--- src/rtl/rom_uart_streamer_if.sv ---
// Command, ROM and UART-side signals of the ROM-to-UART streamer.
// The streamer takes the slave modport; the surrounding logic or bench takes master.
interface rom_uart_streamer_if #(
  parameter int ADDR_W = 10,
  parameter int DATA_W = 8
);
  logic              i_start;
  logic [ADDR_W-1:0] i_base;
  logic [ADDR_W:0]   i_len;
  logic              i_stop;
  logic              o_busy;
  logic              o_done;
  logic [ADDR_W-1:0] o_rom_addr;
  logic [DATA_W-1:0] i_rom_q;
  logic [DATA_W-1:0] o_tx_data;
  logic              o_tx_vld;
  logic              i_tx_busy;

  modport slave (
    input  i_start, i_base, i_len, i_stop, i_rom_q, i_tx_busy,
    output o_busy, o_done, o_rom_addr, o_tx_data, o_tx_vld
  );

  modport master (
    output i_start, i_base, i_len, i_stop, i_rom_q, i_tx_busy,
    input  o_busy, o_done, o_rom_addr, o_tx_data, o_tx_vld
  );
endinterface

--- src/rtl/rom_uart_streamer.sv ---
// Streams i_len bytes from a synchronous ROM starting at i_base into uart_tx,
// one byte per UART frame; i_stop ends the transfer after the byte in flight.
module rom_uart_streamer #(
  parameter int ADDR_W  = 10,
  parameter int DATA_W  = 8,
  parameter int ROM_LAT = 2
) (
  input  logic                clk,
  input  logic                rst_n,
  rom_uart_streamer_if.slave  bus
);

  typedef enum logic [2:0] {IDLE, FETCH, WAIT_Q, SEND, WAIT_TX, DONE} state_t;

  state_t            state_q;
  logic [ADDR_W-1:0] addr_q;
  logic [ADDR_W-1:0] rom_addr_q;
  logic [ADDR_W:0]   rem_q;
  logic [1:0]        lat_q;
  logic              guard_q;
  logic              stop_q;
  logic              busy_q;
  logic              done_q;
  logic              tx_vld_q;
  logic [DATA_W-1:0] tx_data_q;

  logic stop_now;
  logic to_done;

  // A stop seen before the strobe abandons the pending byte; once sent, it waits for the frame.
  always_comb begin
    stop_now = stop_q | bus.i_stop;
    to_done  = 1'b0;
    if (state_q inside {FETCH, WAIT_Q, SEND}) begin
      to_done = stop_now;
    end else if (state_q == WAIT_TX) begin
      to_done = !guard_q && !bus.i_tx_busy && ((rem_q == '0) || stop_now);
    end
  end

  always_ff @(posedge clk or negedge rst_n) begin
    if (!rst_n) begin
      state_q    <= IDLE;
      addr_q     <= '0;
      rom_addr_q <= '0;
      rem_q      <= '0;
      lat_q      <= '0;
      guard_q    <= 1'b0;
      stop_q     <= 1'b0;
      busy_q     <= 1'b0;
      done_q     <= 1'b0;
      tx_vld_q   <= 1'b0;
      tx_data_q  <= '0;
    end else begin
      tx_vld_q <= 1'b0;
      done_q   <= 1'b0;
      if (state_q != IDLE && bus.i_stop) begin
        stop_q <= 1'b1;
      end
      if (to_done) begin
        state_q <= DONE;
        done_q  <= 1'b1;
        busy_q  <= 1'b0;
      end else begin
        case (state_q)
          IDLE: begin
            stop_q <= 1'b0;
            if (bus.i_start) begin
              addr_q <= bus.i_base;
              rem_q  <= bus.i_len;
              if (bus.i_len == '0) begin
                state_q <= DONE;
                done_q  <= 1'b1;
              end else begin
                state_q <= FETCH;
                busy_q  <= 1'b1;
              end
            end
          end
          FETCH: begin
            rom_addr_q <= addr_q;
            lat_q      <= 2'(ROM_LAT - 1);
            state_q    <= WAIT_Q;
          end
          WAIT_Q: begin
            if (lat_q == 2'd0) begin
              state_q <= SEND;
            end else begin
              lat_q <= lat_q - 2'd1;
            end
          end
          SEND: begin
            if (!bus.i_tx_busy) begin
              tx_data_q <= bus.i_rom_q;
              tx_vld_q  <= 1'b1;
              addr_q    <= addr_q + 1'b1;
              rem_q     <= rem_q - 1'b1;
              guard_q   <= 1'b1;
              state_q   <= WAIT_TX;
            end
          end
          WAIT_TX: begin
            // uart_tx only raises busy the cycle after the strobe, so skip one cycle.
            guard_q <= 1'b0;
            if (!guard_q && !bus.i_tx_busy) begin
              state_q <= FETCH;
            end
          end
          DONE: begin
            state_q <= IDLE;
          end
          default: begin
            state_q <= IDLE;
          end
        endcase
      end
    end
  end

  assign bus.o_busy     = busy_q;
  assign bus.o_done     = done_q;
  assign bus.o_rom_addr = rom_addr_q;
  assign bus.o_tx_data  = tx_data_q;
  assign bus.o_tx_vld   = tx_vld_q;

endmodule

--- src/flat_wrapper.sv ---
// flat-port wrapper written by rule: the top's interface ports become plain ports
module rom_uart_streamer_flat 
#(
  parameter int ADDR_W  = 10,
  parameter int DATA_W  = 8,
  parameter int ROM_LAT = 2
)
  (clk, rst_n, bus_i_start, bus_i_base, bus_i_len, bus_i_stop, bus_i_rom_q, bus_i_tx_busy, bus_o_busy, bus_o_done, bus_o_rom_addr, bus_o_tx_data, bus_o_tx_vld);
  rom_uart_streamer_if #(.ADDR_W(ADDR_W), .DATA_W(DATA_W)) bus_i ();
  input  logic clk;
  input  logic rst_n;
  input wire logic [$bits(bus_i.i_start)-1:0] bus_i_start;
  input wire logic [$bits(bus_i.i_base)-1:0] bus_i_base;
  input wire logic [$bits(bus_i.i_len)-1:0] bus_i_len;
  input wire logic [$bits(bus_i.i_stop)-1:0] bus_i_stop;
  input wire logic [$bits(bus_i.i_rom_q)-1:0] bus_i_rom_q;
  input wire logic [$bits(bus_i.i_tx_busy)-1:0] bus_i_tx_busy;
  output wire logic [$bits(bus_i.o_busy)-1:0] bus_o_busy;
  output wire logic [$bits(bus_i.o_done)-1:0] bus_o_done;
  output wire logic [$bits(bus_i.o_rom_addr)-1:0] bus_o_rom_addr;
  output wire logic [$bits(bus_i.o_tx_data)-1:0] bus_o_tx_data;
  output wire logic [$bits(bus_i.o_tx_vld)-1:0] bus_o_tx_vld;
  assign bus_i.i_start = bus_i_start;
  assign bus_i.i_base = bus_i_base;
  assign bus_i.i_len = bus_i_len;
  assign bus_i.i_stop = bus_i_stop;
  assign bus_i.i_rom_q = bus_i_rom_q;
  assign bus_i.i_tx_busy = bus_i_tx_busy;
  assign bus_o_busy = bus_i.o_busy;
  assign bus_o_done = bus_i.o_done;
  assign bus_o_rom_addr = bus_i.o_rom_addr;
  assign bus_o_tx_data = bus_i.o_tx_data;
  assign bus_o_tx_vld = bus_i.o_tx_vld;
  rom_uart_streamer #(.ADDR_W(ADDR_W), .DATA_W(DATA_W), .ROM_LAT(ROM_LAT)) u_core (.clk(clk), .rst_n(rst_n), .bus(bus_i));
endmodule
--- config.mk ---
export PLATFORM = sky130hd
export DESIGN_NAME = rom_uart_streamer_flat
export DESIGN_NICKNAME = d
export VERILOG_FILES = /design/src/rtl/rom_uart_streamer_if.sv /design/src/rtl/rom_uart_streamer.sv /design/src/flat_wrapper.sv
export SDC_FILE = /design/constraint.sdc
export NUM_CORES = 1
export LEC_CHECK = 0
export ABC_CLOCK_PERIOD_IN_PS = 2700
export CAP_MARGIN = 20
export CORE_ASPECT_RATIO = 0.5
export CORE_MARGIN = 2
export CORE_UTILIZATION = 44
export DETAILED_ROUTE_END_ITERATION = 8
export GPL_ROUTABILITY_DRIVEN = 0
export PLACE_DENSITY = 0.7
export RECOVER_POWER = 25
export SKIP_LAST_GASP = 1
export SLEW_MARGIN = 20
export SYNTH_ARGS = -nofsm -noshare
export SYNTH_HDL_FRONTEND = slang
export SYNTH_SLANG_ARGS = --single-unit
--- constraint.sdc ---
create_clock -name clk -period 2.7 [get_ports clk]
set_input_delay 0.81 -clock clk [delete_from_list [all_inputs] [get_ports clk]]
set_output_delay 0.81 -clock clk [all_outputs]
set_load 0.01 [all_outputs]
Yosys cells after proc, flatten, opt, wreduce, memory -nomap -nowiden
Index checks and enable logic that the tools add are counted.

Logic and storage cells: 86. Bits of input ports: 34. Output and inout port bits: 21. Register bits: 49.

Reductions and logical operators: 24. Mux-type cells: 33. Equality and inequality tests: 12. Bitwise operators: 3. $add $sub $neg: 3.

Operators with widths (number): 11-bit zero test (2); 11-bit two-way mux (2); 11-bit one-hot mux with 2 select lines (1); 10-bit two-way mux (2); 10-bit one-hot mux with 2 select lines (1); 3-bit two-way mux (6); 1-bit two-way mux (17); 3-bit one-hot mux with 5 select lines (1); 3-bit by 2-bit inequality test with 1-bit output (second input constant) (4); 3-bit AND reduction (4); 11-bit by 1-bit subtractor with 11-bit output (second input constant) (1); 10-bit by 1-bit adder with 10-bit output (second input constant) (1); 2-bit nonzero test (5); 4-bit AND reduction (2); 3-bit by 2-bit equality test with 1-bit output (second input constant) (2); 2-bit inequality test (second input constant) (3); 3-bit nonzero test (2); 2-bit one-hot mux with 2 select lines (1); 3-bit by 1-bit equality test with 1-bit output (second input constant) (1); 3-bit equality test (second input constant) (1); 1-bit logical AND (3); 3-bit zero test (1); 1-bit zero test (2); 2-bit zero test (1); 8 further kinds (9).

Depth between registers and ports, before layout
Gate-level depths: netlist (run 1).

Depth after elaboration: 7. Depth in mapped cells: 7. Mapped depth without buffers: 6.

Least setup slack after synthesis (run 1)
Ideal clock, no wire load.

Path type: input-to-reg. Start point: input port bus_i_tx_busy. End point: register u_core.addr_q[7]. Data required time: 2.559 ns. Data arrival time: 1.990 ns. Setup time: 0.141 ns. Stages on the path: 6. Setup slack: 0.569 ns. Path buffers: 2. Cell sequence: clkbuf_1 -> and3b_1 -> a21boi_1 -> clkbuf_1 -> a211oi_1 -> a2bb2oi_1.

Word-level cells in the longest chain between the ends: 7. Elaborated cells on any way between the ends: 8. Those cells by class: eq/ne: 1; mux: 2; bitwise: 1; reduce/logical: 4.

RTL lines: start, declared (line flat_wrapper.sv:17) `input wire logic [$bits(bus_i.i_tx_busy)-1:0] bus_i_tx_busy;`; 1-bit zero test (line rom_uart_streamer.sv:37) `to_done = !guard_q && !bus.i_tx_busy && ((rem_q == '0) || stop_now);`; 1-bit logical AND (2 in a row) (line rom_uart_streamer.sv:37); 1-bit two-way mux (line rom_uart_streamer.sv:36) `end else if (state_q == WAIT_TX) begin`; 1-bit two-way mux (line rom_uart_streamer.sv:34) `if (state_q inside {FETCH, WAIT_Q, SEND}) begin`; 1-bit NOT (no line); 4-bit AND reduction (no line) *; end signal, assigned (line rom_uart_streamer.sv:69) `addr_q <= bus.i_base;`; end signal, assigned (line rom_uart_streamer.sv:96) `addr_q <= addr_q + 1'b1;`; end, declared (line rom_uart_streamer.sv:16) `logic [ADDR_W-1:0] addr_q;`.

Mark *: on every way between the ends. The rest lies on a longest branch, timed or not. A chain may end at the register's enable or synchronous reset.

Final worst setup path (run 1)
Start point: input port bus_i_start. End point: register u_core.rem_q[5].

Word-level cells in the longest chain between the ends: 2.

RTL lines: start, declared (line flat_wrapper.sv:12) `input wire logic [$bits(bus_i.i_start)-1:0] bus_i_start;`; 2-bit inequality test (no line); 4-bit AND reduction (no line); end signal, assigned (line rom_uart_streamer.sv:70) `rem_q <= bus.i_len;`; end signal, assigned (line rom_uart_streamer.sv:97) `rem_q <= rem_q - 1'b1;`; end, declared (line rom_uart_streamer.sv:18) `logic [ADDR_W:0] rem_q;`.

No other way between the ends.

==> results of run 1 <==
-- per-stage QoR --
step | utilization | area [µm²]
final | 0.6102 | 3423
after global routing | 0.6102 | 3423
after CTS | 0.6117 | 3432
after detailed placement | 0.5863 | 3289
after global placement | 0.5863 | 3289
after floorplan | - | 2611
-- cell usage in the layout, fill, tap and decap left out, drive strengths merged, types with 3 or more instances in the layout --
cell | Yosys | final
mux2 | 8 | 8
nand2 | 40 | 40
or4 | 3 | 3
a2bb2oi | 5 | 5
ha | 4 | 4
o21ai | 15 | 15
o22ai | 7 | 7
inv | 13 | 13
clkdlybuf4s50 | 0 | 53
dfrtp | 49 | 49
a21oi | 14 | 14
nor2 | 15 | 15
clkbuf | 14 | 10
a211oi | 4 | 4
o31ai | 11 | 11
or3 | 3 | 3
o22a | 3 | 3
a22oi | 3 | 3
nor4 | 6 | 6
a31oi | 4 | 4
buf | 4 | 16
nand3 | 3 | 3
nor3 | 15 | 15
-- worst max-delay path by stage --
stage / from / end / slack, ns
after floorplan: bus_i_tx_busy / u_core.addr_q[7] / 0.57
after global placement: bus_i_start / u_core.rem_q[9] / 0.03
after detailed placement: bus_i_start / u_core.rem_q[3] / -0.01
after CTS: bus_i_start / u_core.rem_q[3] / 0.28
after global routing: bus_i_start / u_core.rem_q[3] / 0.17
final: bus_i_start / u_core.rem_q[5] / 0.27
-- critical path, cell delays in order --
cell and delay, ns:
clkdlybuf4s50_1 0.48, or3b_2 0.47, a21boi_1 0.16, buf_4 0.19
or2_2 0.34, o21ai_0 0.18
-- where the power goes --
group,switching [mW],internal (mW)
registers,0.341,1.07
clock network,0.250,0.364
logic,0.757,0.771
-- cell families (layout without fill, tap and decap cells) --
group | count (synthesis) | count (layout)
flops | 49 | 49
simple gates | 104 | 104
fa+ha+maj | 4 | 4
buf+inv | 31 | 92
mux | 9 | 9
compound gates | 84 | 84
-- layer usage --
layer / global-route usage / wire length [µm]
met1: 0.3134 / 3206
met2: 0.3451 / 2984
met3: 0.05458 / 490
met4: 0.07317 / 91
met5: 0 / 0
-- state kept, by name (all words and copies together), names as in the netlist --
| name | cells |
|---|---|
| u_core.rem_q | 11 |
| u_core.addr_q | 10 |
| u_core.bus.o_rom_addr | 10 |
| u_core.bus.o_tx_data | 8 |
| u_core.state_q | 3 |
| u_core.lat_q | 2 |
| u_core.bus.o_busy | 1 |
| u_core.bus.o_done | 1 |
| u_core.bus.o_tx_vld | 1 |
| u_core.guard_q | 1 |
| u_core.stop_q | 1 |
-- final cells by class --
class | count | area share
Multi-Input combinational cell | 201 | 0.3659
Sequential cell | 49 | 0.3582
Timing Repair Buffer | 72 | 0.1933
Clock buffer | 7 | 0.04167
Tap cell | 73 | 0.02668
Inverter | 13 | 0.01425
==> impl_metrics.toml, run 1 <==
[run_status]
status = "finished with violations"
violations = "DRC"

[routing]
via_count = 2442
vias_per_cell = 5.884
routedWlPerCell_um = 16.32
remaining_drc_errors = 1
ant_nets = 0
drt_wl_total_um = 6772
dr.first_iter.drc_count = 192
drtPass1Iterations = 7

[floorplan]
ios = 55
fp.dieW_um = 112.9
initial_utilization = 0.4654
dieArea_um2 = 6604
core_area_um2 = 5610
fp.dieH_um = 58.48
rows = 19

[clock_tree]
tritoncts = "yes"
holdBufCountCts = 0
root_buffer = "clkbuf_16"
cts-htree-levels = 2
clk_pin_slew_ns = 0.06
cts-buffers-inserted = 5
cts_resized = 0
cts_setup_buffers = 0
clkSinkCount = 49
clk_latency_ns = 0.29
clock_path_buffers = 2

[synthesis]
ys_warn_count = 0
netlist.area_leader.share = 0.4696
synth_compound_area_frac = 0.2218
synthAdderAreaFrac = 0.01917
syn_avg_cell_area_um2 = 9.293
synth_common_cells = "49 x dfrtp_1, 40 x nand2_1, 15 x nor2_1, 15 x nor3_1"
yosysSeqAreaShare = 0.4696
synthXorXnorAreaFrac = 0
synthMuxAreaShare = 0.03833
synth-edff-count = 0
ys_ff_latch = 49
synth_top_area_cell = "dfrtp_1"
ys_async_sr_fraction = 1.000
synth_cells = 281
synthSimpleGateAreaFrac = 0.2003
yosysUniqueCellTypes = 55
netlist_area_um2 = 2611
synth_top_family_by_area = "compound AO/OA/AOI/OAI gates"
ys.flop_type = "dfrtp_1"
synthMostInstantiatedCell = "dfrtp_1"
synthTopCellsByArea = "dfrtp_1 47%, nand2_1 5.7%, mux2_2 3.4%"
syn_nets = 319

[sta]
setup_tns_ns = 0
timing.final.ws_setup_ns = 0.2700
fmax_ghz = 0.4115
clock_skew_ns = 0.005262
relSlewSlack = 0.2600
maxSlewViolCount = 0
setup_viol_count_final = 0
layout_min_cycle_time_ns = 2.430
min_period_over_period = 0.9000
tightest_slew_ns = 1.110
rsz0062_at_grt = "false"
hold_viol_final = 0
hold_ws_ns = 0.4768

[place]
io_buffers = 54
dp_hpwl_um = 5100
dp.cells = 408
dp_slack_ns = -0.01067

[cells_and_area]
multiInputGateArea_um2 = 1252
diodes = 0
syn_to_final_growth_pct = 31.10
fillCellCount = 478
drive_above_1_share = 0.1082
fin_nets = 380
ff_latch_area_um2 = 1226
final_cells = 415

[critical_path]
cp-start-kind = "primary input"
endpoint_kind = "flop"
worstPathRequired_ns = 2.90
r2r_start = "u_core.rem_q[4]"
ff2ff_setup_slack_ns = 0.66
crit_arrival_ns = 2.63
r2r_end = "u_core.bus.o_busy"
r2r_cells = 4
path_class = "in -> reg"
critPathMaxFanout = 12

[job]
cap_viol_max_count = 0

[hold_path]
worstHoldStart = "u_core.bus.o_tx_data[2]"
whs_path_depth = 2
hold_path_class = "reg -> reg"
whs_endpoint = "u_core.bus.o_tx_data[2]"

[pwr]
powerDensity_nw_per_um2 = 1037
ir_worst_vdd_mv = 0.4336
power_mw = 3.551
leakage_nw = 1.439

[global_routing]
grt_antenna_before_repair = 0
grt_max_degree = 23
grtUsageTotal = 0.2229
overflow = 0
grt_pass1_wl_um = 11420
grt_pass1_vias = 2370
(Power assumes the default switching activity.)
==> inputs of run 2 (changes only) <==
CAP_MARGIN = 15   (was 20)
==> results of run 2 <==
No change in the layout: final DEF, timing and power equal those of run 1.
